**src/rtl/alu_pkg.sv**
```systemverilog
// Shared ALU definitions: control FSM states and add/sub op encoding.
package alu_pkg;

    typedef enum logic [1:0] {
        IDLE = 2'd0,
        RUN  = 2'd1,
        DONE = 2'd2
    } alu_state_e;

    localparam logic ALU_ADD = 1'b0;
    localparam logic ALU_SUB = 1'b1;

endpackage

```
**src/rtl/cond_invert.sv**
```systemverilog
// Width-generic conditional inverter: out = in when inv=0, ~in when inv=1.
module cond_invert #(
    parameter int WIDTH = 32
) (
    input  logic [WIDTH-1:0] in,
    input  logic             inv,
    output logic [WIDTH-1:0] out
);

    assign out = in ^ {WIDTH{inv}};

endmodule

```
**src/rtl/chunked_addsub.sv**
```systemverilog
// Multi-cycle two's-complement add/subtract, CHUNK bits per cycle, LSB chunk first.
//
// state | meaning
// IDLE  | ready=1, waiting for start; outputs hold the last completed result
// RUN   | one chunk of a + b_eff + carry per cycle
// DONE  | one-cycle done pulse, result and flags valid
module chunked_addsub
    import alu_pkg::*;
#(
    parameter int WIDTH = 32,
    parameter int CHUNK = 8
) (
    input  logic             clk,
    input  logic             rst_n,
    input  logic             start,
    input  logic             sub,
    input  logic [WIDTH-1:0] a,
    input  logic [WIDTH-1:0] b,
    output logic             ready,
    output logic             done,
    output logic [WIDTH-1:0] result,
    output logic             carry_out,
    output logic             overflow,
    output logic             zero
);

    localparam int NCHUNK = WIDTH / CHUNK;
    localparam int IDXW   = (NCHUNK > 1) ? $clog2(NCHUNK) : 1;

    if (CHUNK < 1 || (WIDTH % CHUNK) != 0) begin : g_bad_chunk
        $error("chunked_addsub: CHUNK must be >= 1 and divide WIDTH");
    end

    alu_state_e        state_q, state_d;
    logic [IDXW-1:0]   idx_q, idx_d;
    logic [WIDTH-1:0]  a_q, a_d;
    logic [WIDTH-1:0]  b_q, b_d;
    logic              carry_q, carry_d;
    logic [WIDTH-1:0]  sum_q, sum_d;
    logic [WIDTH-1:0]  result_q, result_d;
    logic              carry_out_q, carry_out_d;
    logic              overflow_q, overflow_d;
    logic              zero_q, zero_d;
    logic              done_q, done_d;
    logic              ready_q, ready_d;

    logic [WIDTH-1:0]  b_eff;
    logic [CHUNK:0]    chunk_sum;
    logic [WIDTH-1:0]  sum_full;
    int                chunk_lo;
    logic              last_chunk;

    cond_invert #(.WIDTH(WIDTH)) u_inv (
        .in  (b),
        .inv (sub),
        .out (b_eff)
    );

    always_comb begin
        chunk_lo   = int'(idx_q) * CHUNK;
        chunk_sum  = {1'b0, a_q[chunk_lo +: CHUNK]} + {1'b0, b_q[chunk_lo +: CHUNK]}
                   + {{CHUNK{1'b0}}, carry_q};
        sum_full   = sum_q;
        sum_full[chunk_lo +: CHUNK] = chunk_sum[CHUNK-1:0];
        last_chunk = (idx_q == IDXW'(NCHUNK - 1));
    end

    always_comb begin
        state_d     = state_q;
        idx_d       = idx_q;
        a_d         = a_q;
        b_d         = b_q;
        carry_d     = carry_q;
        sum_d       = sum_q;
        result_d    = result_q;
        carry_out_d = carry_out_q;
        overflow_d  = overflow_q;
        zero_d      = zero_q;
        done_d      = done_q;
        ready_d     = ready_q;
        case (state_q)
            IDLE: begin
                if (start) begin
                    state_d = RUN;
                    a_d     = a;
                    b_d     = b_eff;
                    carry_d = (sub == ALU_SUB);
                    idx_d   = '0;
                    ready_d = 1'b0;
                end
            end
            RUN: begin
                sum_d   = sum_full;
                carry_d = chunk_sum[CHUNK];
                idx_d   = idx_q + 1'b1;
                if (last_chunk) begin
                    state_d     = DONE;
                    done_d      = 1'b1;
                    result_d    = sum_full;
                    carry_out_d = chunk_sum[CHUNK];
                    // b_q already holds the inverted operand, so one rule covers add and sub
                    overflow_d  = (a_q[WIDTH-1] == b_q[WIDTH-1])
                                && (sum_full[WIDTH-1] != a_q[WIDTH-1]);
                    zero_d      = (sum_full == '0);
                end
            end
            DONE: begin
                state_d = IDLE;
                done_d  = 1'b0;
                ready_d = 1'b1;
            end
            default: begin
                state_d = IDLE;
                done_d  = 1'b0;
                ready_d = 1'b1;
            end
        endcase
    end

    always_ff @(posedge clk or negedge rst_n) begin
        if (!rst_n) begin
            state_q     <= IDLE;
            idx_q       <= '0;
            a_q         <= '0;
            b_q         <= '0;
            carry_q     <= 1'b0;
            sum_q       <= '0;
            result_q    <= '0;
            carry_out_q <= 1'b0;
            overflow_q  <= 1'b0;
            zero_q      <= 1'b0;
            done_q      <= 1'b0;
            ready_q     <= 1'b1;
        end else begin
            state_q     <= state_d;
            idx_q       <= idx_d;
            a_q         <= a_d;
            b_q         <= b_d;
            carry_q     <= carry_d;
            sum_q       <= sum_d;
            result_q    <= result_d;
            carry_out_q <= carry_out_d;
            overflow_q  <= overflow_d;
            zero_q      <= zero_d;
            done_q      <= done_d;
            ready_q     <= ready_d;
        end
    end

    assign ready     = ready_q;
    assign done      = done_q;
    assign result    = result_q;
    assign carry_out = carry_out_q;
    assign overflow  = overflow_q;
    assign zero      = zero_q;

endmodule

```
**config.mk**
```make
export PLATFORM = sky130hd
export DESIGN_NAME = chunked_addsub
export DESIGN_NICKNAME = d
export VERILOG_FILES = /design/src/rtl/alu_pkg.sv /design/src/rtl/cond_invert.sv /design/src/rtl/chunked_addsub.sv
export SDC_FILE = /design/constraint.sdc
export NUM_CORES = 1
export LEC_CHECK = 0
export CAP_MARGIN = 15
export CORE_UTILIZATION = 40
export CTS_BUF_LIST = sky130_fd_sc_hd__clkbuf_16
export CTS_CLUSTER_SIZE = 10
export DETAILED_ROUTE_END_ITERATION = 10
export GPL_ROUTABILITY_DRIVEN = 0
export PLACE_DENSITY = 0.69
export RECOVER_POWER = 100
export SKIP_CTS_REPAIR_TIMING = 1
export SYNTH_ARGS = -nofsm -noshare
export SYNTH_HDL_FRONTEND = slang
export SYNTH_SLANG_ARGS = --single-unit
```
**constraint.sdc**
```tcl
create_clock -name clk -period 10.1 [get_ports clk]
set_clock_uncertainty 0.1 [all_clocks]
set_input_delay 2.525 -clock clk [delete_from_list [all_inputs] [get_ports clk]]
set_output_delay 2.525 -clock clk [all_outputs]
set_load 0.05 [all_outputs]
```
# == Yosys cells after proc, flatten, opt, wreduce, memory -nomap -nowiden ==
# Index checks and enable logic that the tools add are counted.
# op_classes
n_mux,12
bitwise,3
n_reduce_logical,10
addsub,4
shifts,4
eq_ne,6
# ops
op,count
32-bit by 6-bit indexed part select with 8-bit output,2
5-bit negation with 33-bit output,1
"8-bit by 33-bit variable shift with 32-bit output, first input constant",1
8-bit by 33-bit indexed part select with 32-bit output,1
32-bit bitwise mux,1
32-bit zero test,1
32-bit bitwise XOR,1
2-bit AND reduction,6
8-bit by 8-bit adder with 9-bit output,1
9-bit by 1-bit adder with 9-bit output,1
2-bit case mux with 2 select lines,2
2-bit two-way mux,3
1-bit case mux with 2 select lines,3
"2-bit != test, second input constant",2
1-bit two-way mux,3
"2-bit by 1-bit adder with 2-bit output, second input constant",1
"2-bit by 1-bit equality test with 1-bit output, second input constant",1
"2-bit equality test, second input constant",1
2-bit zero test,1
1-bit inverter,2
2-bit nonzero test,1
1-bit equality test,1
1-bit logical AND,1
1-bit != test,1
# totals
out_inout_bits,37
reg_bits,138
word_cells,51
inputBits,68

# == Logic depth before layout (Yosys ltp) ==
# Gate-level depths: netlist of the first run.
# logic_depth
depth_word,7
mapped_depth,13
mapped_depth_nobuf,10

# == Hierarchy ==
# Synthesis of the first run repeated with hierarchy kept, for this count alone.
# hier_totals
cells_unflattened,557
area_unflattened_um2,6780.3
# modules_own_cells
mod,seq_area_each_um2,area_per_inst_um2,n_inst,cells_each
chunked_addsub,3454.6,6428.7,1,521
cond_invert,0.0,351.6,1,36

# == Worst setup path before layout of the first run ==
# Ideal clock, no wire load.
# synth_timing
path_type,input -> register
start,input start
end,register b_q[0]
setup_ns,0.137
path_buffers,2
required_ns,9.863
slack_ns,6.281
arrival_ns,3.582
cell_stages,5
cell_sequence,nand2b_1 > nor2_1 > clkbuf_1 > buf_1 > a21oi_1
# synth_between
elab_chain_cells,1
# synth_lines
element,line,text
start: declaration,chunked_addsub.sv:15,"input logic start,"
2-bit AND reduction (no line),-,
end signal: assignment,chunked_addsub.sv:125,b_q <= '0;
end signal: assignment,chunked_addsub.sv:138,b_q <= b_d;
end: declaration,chunked_addsub.sv:37,"logic [WIDTH-1:0] b_q, b_d;"
# Every way passes these cells.
# A chain may end at the register's enable or synchronous reset.

# == Worst setup path in the final report of the first run ==
# layout_timing
start,input start
end,register carry_q
# layout_between
elab_chain_cells,2
# layout_lines
element,line,text
2-bit != test (no line),-,
2-bit AND reduction (no line),-,
end signal: assignment,chunked_addsub.sv:139,carry_q <= carry_d;
end: declaration,chunked_addsub.sv:38,"logic carry_q, carry_d;"
# Every way passes these cells.

==> results of run 1 <==
==> kinds of logic after synthesis <==
kind of cell / Yosys count
AND/OR/NAND/NOR: 167
AO/OA/AOI/OAI: 144
flip-flops: 138
multiplexers: 51
buffers and inverters: 46
XOR/XNOR: 36
adder cells (fa/ha/maj): 15
==> final cells by class <==
class                           count  area [µm²]
Fill cell                        1428        7770
Sequential cell                   138        3450
Timing Repair Buffer              109        1060
Clock inverter                     11        68.8
Tap cell                          216         270
Inverter                           14        52.6
Clock buffer                       17         425
Multi-Input combinational cell    413        3020
==> stage by stage <==
step                      setup WS [ns]  util (%)  std cells  area, µm²
after global placement             5.51      49.0        890       7900
after floorplan                    6.28         -        597       6710
after detailed placement           5.44      49.0        890       7900
after global routing               2.86      51.8        918       8350
after CTS                          5.71      52.1        918       8400
final                              3.36      51.8        918       8350
==> worst min path at each step <==
stage                        endpoint  slack [ns]  depth (start not counted)
2_1_floorplan    sum_q[0]$_DFFE_PN0P_        0.35                          2
3_3_place_gp    sum_q[26]$_DFFE_PN0P_        0.37                          2
3_5_place_dp    sum_q[12]$_DFFE_PN0P_        0.37                          1
4_1_cts        result[12]$_DFFE_PN0P_        0.39                          2
5_1_grt        result[27]$_DFFE_PN0P_        0.40                          1
6_report       result[12]$_DFFE_PN0P_        0.37                          2
==> layout by cell type, fill, tap and decap left out, types with 19 or more instances in the layout <==
cell	n
a221oi_1	19
nand2_1	36
dfrtp_1	137
clkdlybuf4s50_1	64
xnor2_1	34
dlygate4sd3_1	38
nor2_1	90
a22o_1	24
a21oi_1	46
mux2_2	32
o21ai_0	26
==> worst reg2reg max path, stage by stage, from the launching register on <==
cell and delay [ns]:
dfrtp_1 0.83, clkbuf_1 0.96, mux4_2 0.66, fa_1 0.44, inv_1 0.08, fa_1 0.28, nor2b_4 0.06, o31a_1 0.27
o311a_2 0.37, nor2_1 0.60, a221oi_1 0.20, nor2_1 0.14
==> routing by layer <==
layer	track usage, %	share of wire [%]	vias up
met4	8.20	1.8	0
met1	24.2	44	2385
met3	3.86	4.6	22
li1	-	-	2342
met5	0	0	-
met2	31.4	50	155
==> sequential cells by signal (all words and copies together), names as in the netlist <==
register and count:
done 1, carry_q 1, result 32, overflow 1, zero 1, carry_out 1, a_q 32, idx_q 2
ready 1, b_q 32, sum_q 32, state_q 2
==> run_results.csv, run 1 <==
group,metric,value,unit
outcome,outcome,"complete, but fails checks",
outcome,violations,"max-capacitance violations, max-slew violations",
floorplan,dieArea,0.0173,mm²
placement,port_buffers,104,
min_path,hold_path_origin,"result[12]$_DFFE_PN0P_",
floorplan,floorplan.initialDensity,41.6,%
layout,fin_nets,776,
route,vias_per_cell,5.34,
yosys,synth.mux.area_fraction,11.2,%
worst_setup_path,crit_path_max_incr_delay,2.90,ns
yosys,postSynthNetCount,680,
worst_setup_path,crit_cells,7,
timing,unrepaired_setup_endpoints_after_global_routing,"false",
yosys,mappedNetlistArea,0.00671,mm²
route,avg_wl_per_cell,16.8,µm
yosys,syn-instance-count,597,
floorplan,fp-row-count,46,
route,detail_route.wirelength,15400,µm
global_routing,antenna_found_initial,0,
worst_setup_path,critPathLaunch,"start",
worst_setup_path,largest_fanout_of_any_net_on_the_critical_path,99,
yosys,synth.area.top_cells,"dfrtp_1 51%, mux2_2 5.4%, mux4_2 5.4%, nor2_1 5.0%, xnor2_1 4.4%",
timing,min_period_over_period,66.7,%
route,dr_pass1_iterations,5,
timing,final_critical_path_time_including_i_o_delays_and_setup,6.74,ns
floorplan,placeableCoreArea,0.0161,mm²
worst_setup_path,r2r_slack,5.04,ns
route,drtAntennaViolNets,0,
global_routing,grt_usage,19.0,%
timing,finalMaxSlewViolations,163,
yosys,synth_enable_flop_cells,0,
yosys,share_of_the_synthesized_area_in_compound_gates_ao_oa_aoi_oai,15.0,%
worst_setup_path,worstPathBufferInverterCount,2,
layout,final_layout_size_suffix_gt1_share,11.1,%
timing,holdWs,0.372,ns
floorplan,die_height,131,µm
yosys,proportion_of_register_bits_with_asynchronous_set_or_reset_after_synthesis,100,%
timing,worst_max_slew_pin_slew,4.17,ns
yosys,synth-xor-area-share,4.70,%
global_routing,vias_in_the_first_global_route,4981,
clocking,tritoncts,"done",
worst_setup_path,cp_data_required_time,10.28,ns
worst_setup_path,critical-path-slowest-cell,"clkbuf_1",
worst_setup_path,worst_ep_arrival_time,6.92,ns
timing,tns,0,ns
timing,fmax,148,MHz
global_routing,global_route_wire_length_before_repair,25600,µm
route,vias,4904,
worst_setup_path,critPathCapture,"carry_q$_DFFE_PN0P_",
yosys,post-synth-top-count-cell,"dfrtp_1",
flow_run,drv_cap,2,
yosys,synth_top_area_share,51.1,%
clocking,max-clock-path-buffers,2,
clocking,clock-root-buffer,"clkbuf_16",
yosys,avgSynthCellArea,11.2,µm²
yosys,yosys.cell_types.count,61,
route,drt-initial-drc-count,333,
worst_setup_path,worstRegToRegCells,11,
yosys,post_synth_and_or_nand_nor_area_fraction,11.5,%
clocking,htreeDepth,4,
worst_setup_path,timing.setup.critical_path_class,"input port to register",
layout,layout-area-overhead-vs-synth,24.4,%
route,drc_errors,0,
timing,maxSlewHeadroom,-178,%
timing,finalSetupViolations,0,
layout,ant_cells,0,
clocking,cts.reportedPaths.clkPinSlew,0.05,ns
worst_setup_path,category_of_the_worst_setup_path_capture_point,"register",
worst_setup_path,setup.worst_path.start_class,"input port",
yosys,synth-adder-area-share,3.02,%
yosys,synth.cells.most_frequent,"137 x dfrtp_1, 90 x nor2_1, 44 x a21oi_1, 36 x nand2_1, 34 x xnor2_1",
global_routing,grt_start_max_net_pins,100,
clocking,cts_num_sinks,138,
clocking,clk-insertion-delay-late,0.42,ns
min_path,hp-class,"register to register",
yosys,synth.yosys.seq_area_share,51.5,%
yosys,yosys_most_used_dff,"dfrtp_1",
yosys,synth_warnings,0,
worst_setup_path,critical_path.cell_chain,"dlygate4sd3_1 -> nand2b_1 -> nor2_4 -> clkbuf_1 -> nor2_1 -> a22oi_1 -> o21ai_0",
worst_setup_path,cpLargestDelayFamily,"buffers and inverters",
floorplan,width_of_the_die,131,µm
global_routing,grt_remaining_overflow,0,
floorplan,io_pins,105,
worst_setup_path,worstReg2RegEnd,"result[30]$_DFFE_PN0P_",
timing,final-hold-violation-count,0,
yosys,number_of_flip_flops_and_latches_in_the_synthesized_netlist,138,
yosys,post-synth-top-area-cell,"dfrtp_1",
placement,post-dp-hpwl,10900,µm
clocking,cts-buffers-inserted,17,
worst_setup_path,timing.rr.start,"idx_q[0]$_DFFE_PN0P_",
yosys,synth_top_family_by_area,"compound AO/OA/AOI/OAI gates",
Power of run 1 is not shown: default switching activity piles up to over one toggle a cycle in this logic, so the estimate is an artifact.
==> inputs of run 2 (changes only) <==
- PLACE_DENSITY: 0.69 -> 0.72
- clock period: 10.1 -> 5.5 ns (I/O delays scaled with it)
==> run 2 against run 1 <==
The flow still finishes with violations (max-capacitance violations, max-slew violations). Cell area is 0.79% higher. Wire length is 4.4% higher. Global-route usage is 0.41 points higher. Final cell count is 0.33% higher. Core utilization is 0.41 points higher. Hold slack better by 0.0067 ns. Sequential share of layout area is 0.33 points lower. Flip-flop and latch count stayed put. Via count is 3.9% higher. Critical path type is now register to register. Largest cell class unchanged.
==> run_results.csv, run 2 (synthesis results as in run 1) <==
group,metric,value,unit
layout,fin_nets,776,
global_routing,grt_start_max_net_pins,95,
timing,min_period_over_period,82.3,%
min_path,hold_path_origin,"result[25]$_DFFE_PN0P_",
route,avg_wl_per_cell,17.5,µm
global_routing,global_route_wire_length_before_repair,26500,µm
worst_setup_path,worst_ep_arrival_time,4.73,ns
timing,fmax,221,MHz
worst_setup_path,category_of_the_worst_setup_path_capture_point,"register",
route,detail_route.wirelength,16100,µm
floorplan,width_of_the_die,131,µm
route,drtAntennaViolNets,0,
floorplan,fp-row-count,46,
global_routing,vias_in_the_first_global_route,5177,
route,routed.top_layer,"met4",
route,vias,5097,
floorplan,floorplan.initialDensity,41.6,%
clocking,htreeDepth,4,
worst_setup_path,critical_path.cell_chain,"clkbuf_1 -> mux4_2 -> fa_1 -> inv_1 -> fa_1 -> nor2b_4 -> o31a_1 -> o311a_4 -> o211ai_1 -> o31ai_1 -> a32o_1",
global_routing,grt_remaining_overflow,0,
timing,final-hold-violation-count,0,
layout,final_common_cell,"dfrtp_1",
clocking,tritoncts,"done",
timing,finalMaxSlewViolations,95,
layout,final.fill_count,1426,
outcome,violations,"max-capacitance violations, max-slew violations",
placement,dp.cells,890,
timing,tns,0,ns
worst_setup_path,critPathLaunch,"idx_q[0]$_DFFE_PN0P_",
min_path,hp-class,"register to register",
placement,port_buffers,104,
floorplan,placeableCoreArea,0.0161,mm²
worst_setup_path,largest_fanout_of_any_net_on_the_critical_path,20,
route,drt-initial-drc-count,295,
floorplan,die_height,131,µm
floorplan,dieArea,0.0173,mm²
outcome,outcome,"complete, but fails checks",
layout,instances_no_fill,921,
timing,worst_max_slew_pin_slew,2.34,ns
global_routing,grt_usage,19.4,%
layout,commonest_cells_after_routing_fill_and_taps_aside,"137 x dfrtp_1, 89 x nor2_1, 64 x clkdlybuf4s50_1, 45 x a21oi_1, 38 x dlygate4sd3_1",
route,met3_length,824,µm
layout,final_layout_size_suffix_gt1_share,12.9,%
route,dr_pass1_iterations,6,
worst_setup_path,crit_path_max_incr_delay,0.82,ns
route,wl_met1,6970,µm
timing,finalSetupViolations,0,
layout,ant_cells,0,
worst_setup_path,path_common_cell,"fa_1",
clocking,cts_num_sinks,138,
route,drc_errors,0,
global_routing,antenna_found_initial,0,
clocking,clock-root-buffer,"clkbuf_16",
worst_setup_path,worstPathBufferInverterCount,2,
clocking,max-clock-path-buffers,2,
timing,unrepaired_setup_endpoints_after_global_routing,"false",
floorplan,io_pins,105,
clocking,cts.reportedPaths.clkPinSlew,0.06,ns
worst_setup_path,critical-path-slowest-cell,"dfrtp_1",
timing,maxSlewHeadroom,-56.0,%
worst_setup_path,cpLargestDelayFamily,"compound AO/OA/AOI/OAI gates",
layout,layout-area-overhead-vs-synth,25.4,%
worst_setup_path,cp_data_required_time,5.71,ns
worst_setup_path,timing.setup.critical_path_class,"register to register",
worst_setup_path,timing.rr.start,"idx_q[0]$_DFFE_PN0P_",
clocking,cts-buffers-inserted,17,
worst_setup_path,setup.worst_path.start_class,"register",
route,vias_per_cell,5.53,
placement,post-dp-hpwl,11200,µm
timing,final_critical_path_time_including_i_o_delays_and_setup,4.53,ns
clocking,clk-insertion-delay-late,0.42,ns
route,detailed_routed_wire_length_on_met2,7900,µm
flow_run,drv_cap,1,
[run 2: changes by cell type in the layout (fill, tap and decap cells not counted), moves of 2 or more]
cell / previous run / this run
clkinv_1: 6 / 2
clkbuf_2: 0 / 3
buf_4: 3 / 0
clkinvlp_4: 0 / 6
inv_1: 17 / 15
clkinv_2: 1 / 3
[run 2: worst register-to-register path: stages (launching register included)]
cell      delay (ns)
dfrtp_1         0.82
clkbuf_1        0.79
mux4_2          0.63
fa_1            0.42
inv_1           0.09
fa_1            0.29
nor2b_4         0.06
o31a_1          0.29
o311a_4         0.35
o211ai_1        0.20
o31ai_1         0.09
a32o_1          0.29
[run 2: metal layers]
metal  track usage (%)  vias up
li1                  -     2349
met1              25.4     2505
met2              31.1      206
met3              4.32       37
met4              8.20        0
met5                 0        -
[run 2: worst paths after layout]
| kind | end | slack (ns) | depth (start not counted) |
|---|---|---|---|
| worst max-delay path | zero$_DFFE_PN0P_ | 0.97 | 11 |
| worst min-delay path | result[25]$_DFFE_PN0P_ | 0.38 | 2 |
| worst max register to register | zero$_DFFE_PN0P_ | 0.97 | 11 |
| worst min register to register | result[25]$_DFFE_PN0P_ | 0.38 | 2 |
| max in group asynchronous | sum_q[12]$_DFFE_PN0P_ | 1.68 | 2 |
| min in group asynchronous | state_q[1]$_DFFE_PN0P_ | 1.53 | 1 |
[run 2: cell type report]
cell class                      instances  area (µm²)  share of cell area [%]
Inverter                               14        52.6                   0.625
Timing Repair Buffer                  109        1050                    12.5
Sequential cell                       138        3450                    41.1
Tap cell                              216         270                    3.21
Clock inverter                         14         110                    1.31
Multi-Input combinational cell        413        3050                    36.2
Clock buffer                           17         425                    5.06
[run 2: through the flow]
| step | util (%) | hold WS [ns] | setup slack, ns | instance area [µm²] |
|---|---|---|---|---|
| 4_1_cts | 52.4 | 0.391 | 1.42 | 8440 |
| 2_1_floorplan | - | 0.349 | 2.08 | 6710 |
| 6_report | 52.2 | 0.379 | 0.971 | 8410 |
| 3_5_place_dp | 49.0 | 0.379 | 1.44 | 7900 |
| 5_1_grt | 52.2 | 0.413 | 0.637 | 8410 |
| 3_3_place_gp | 49.0 | 0.370 | 1.53 | 7900 |
Power of run 2 is left out for the same reason.
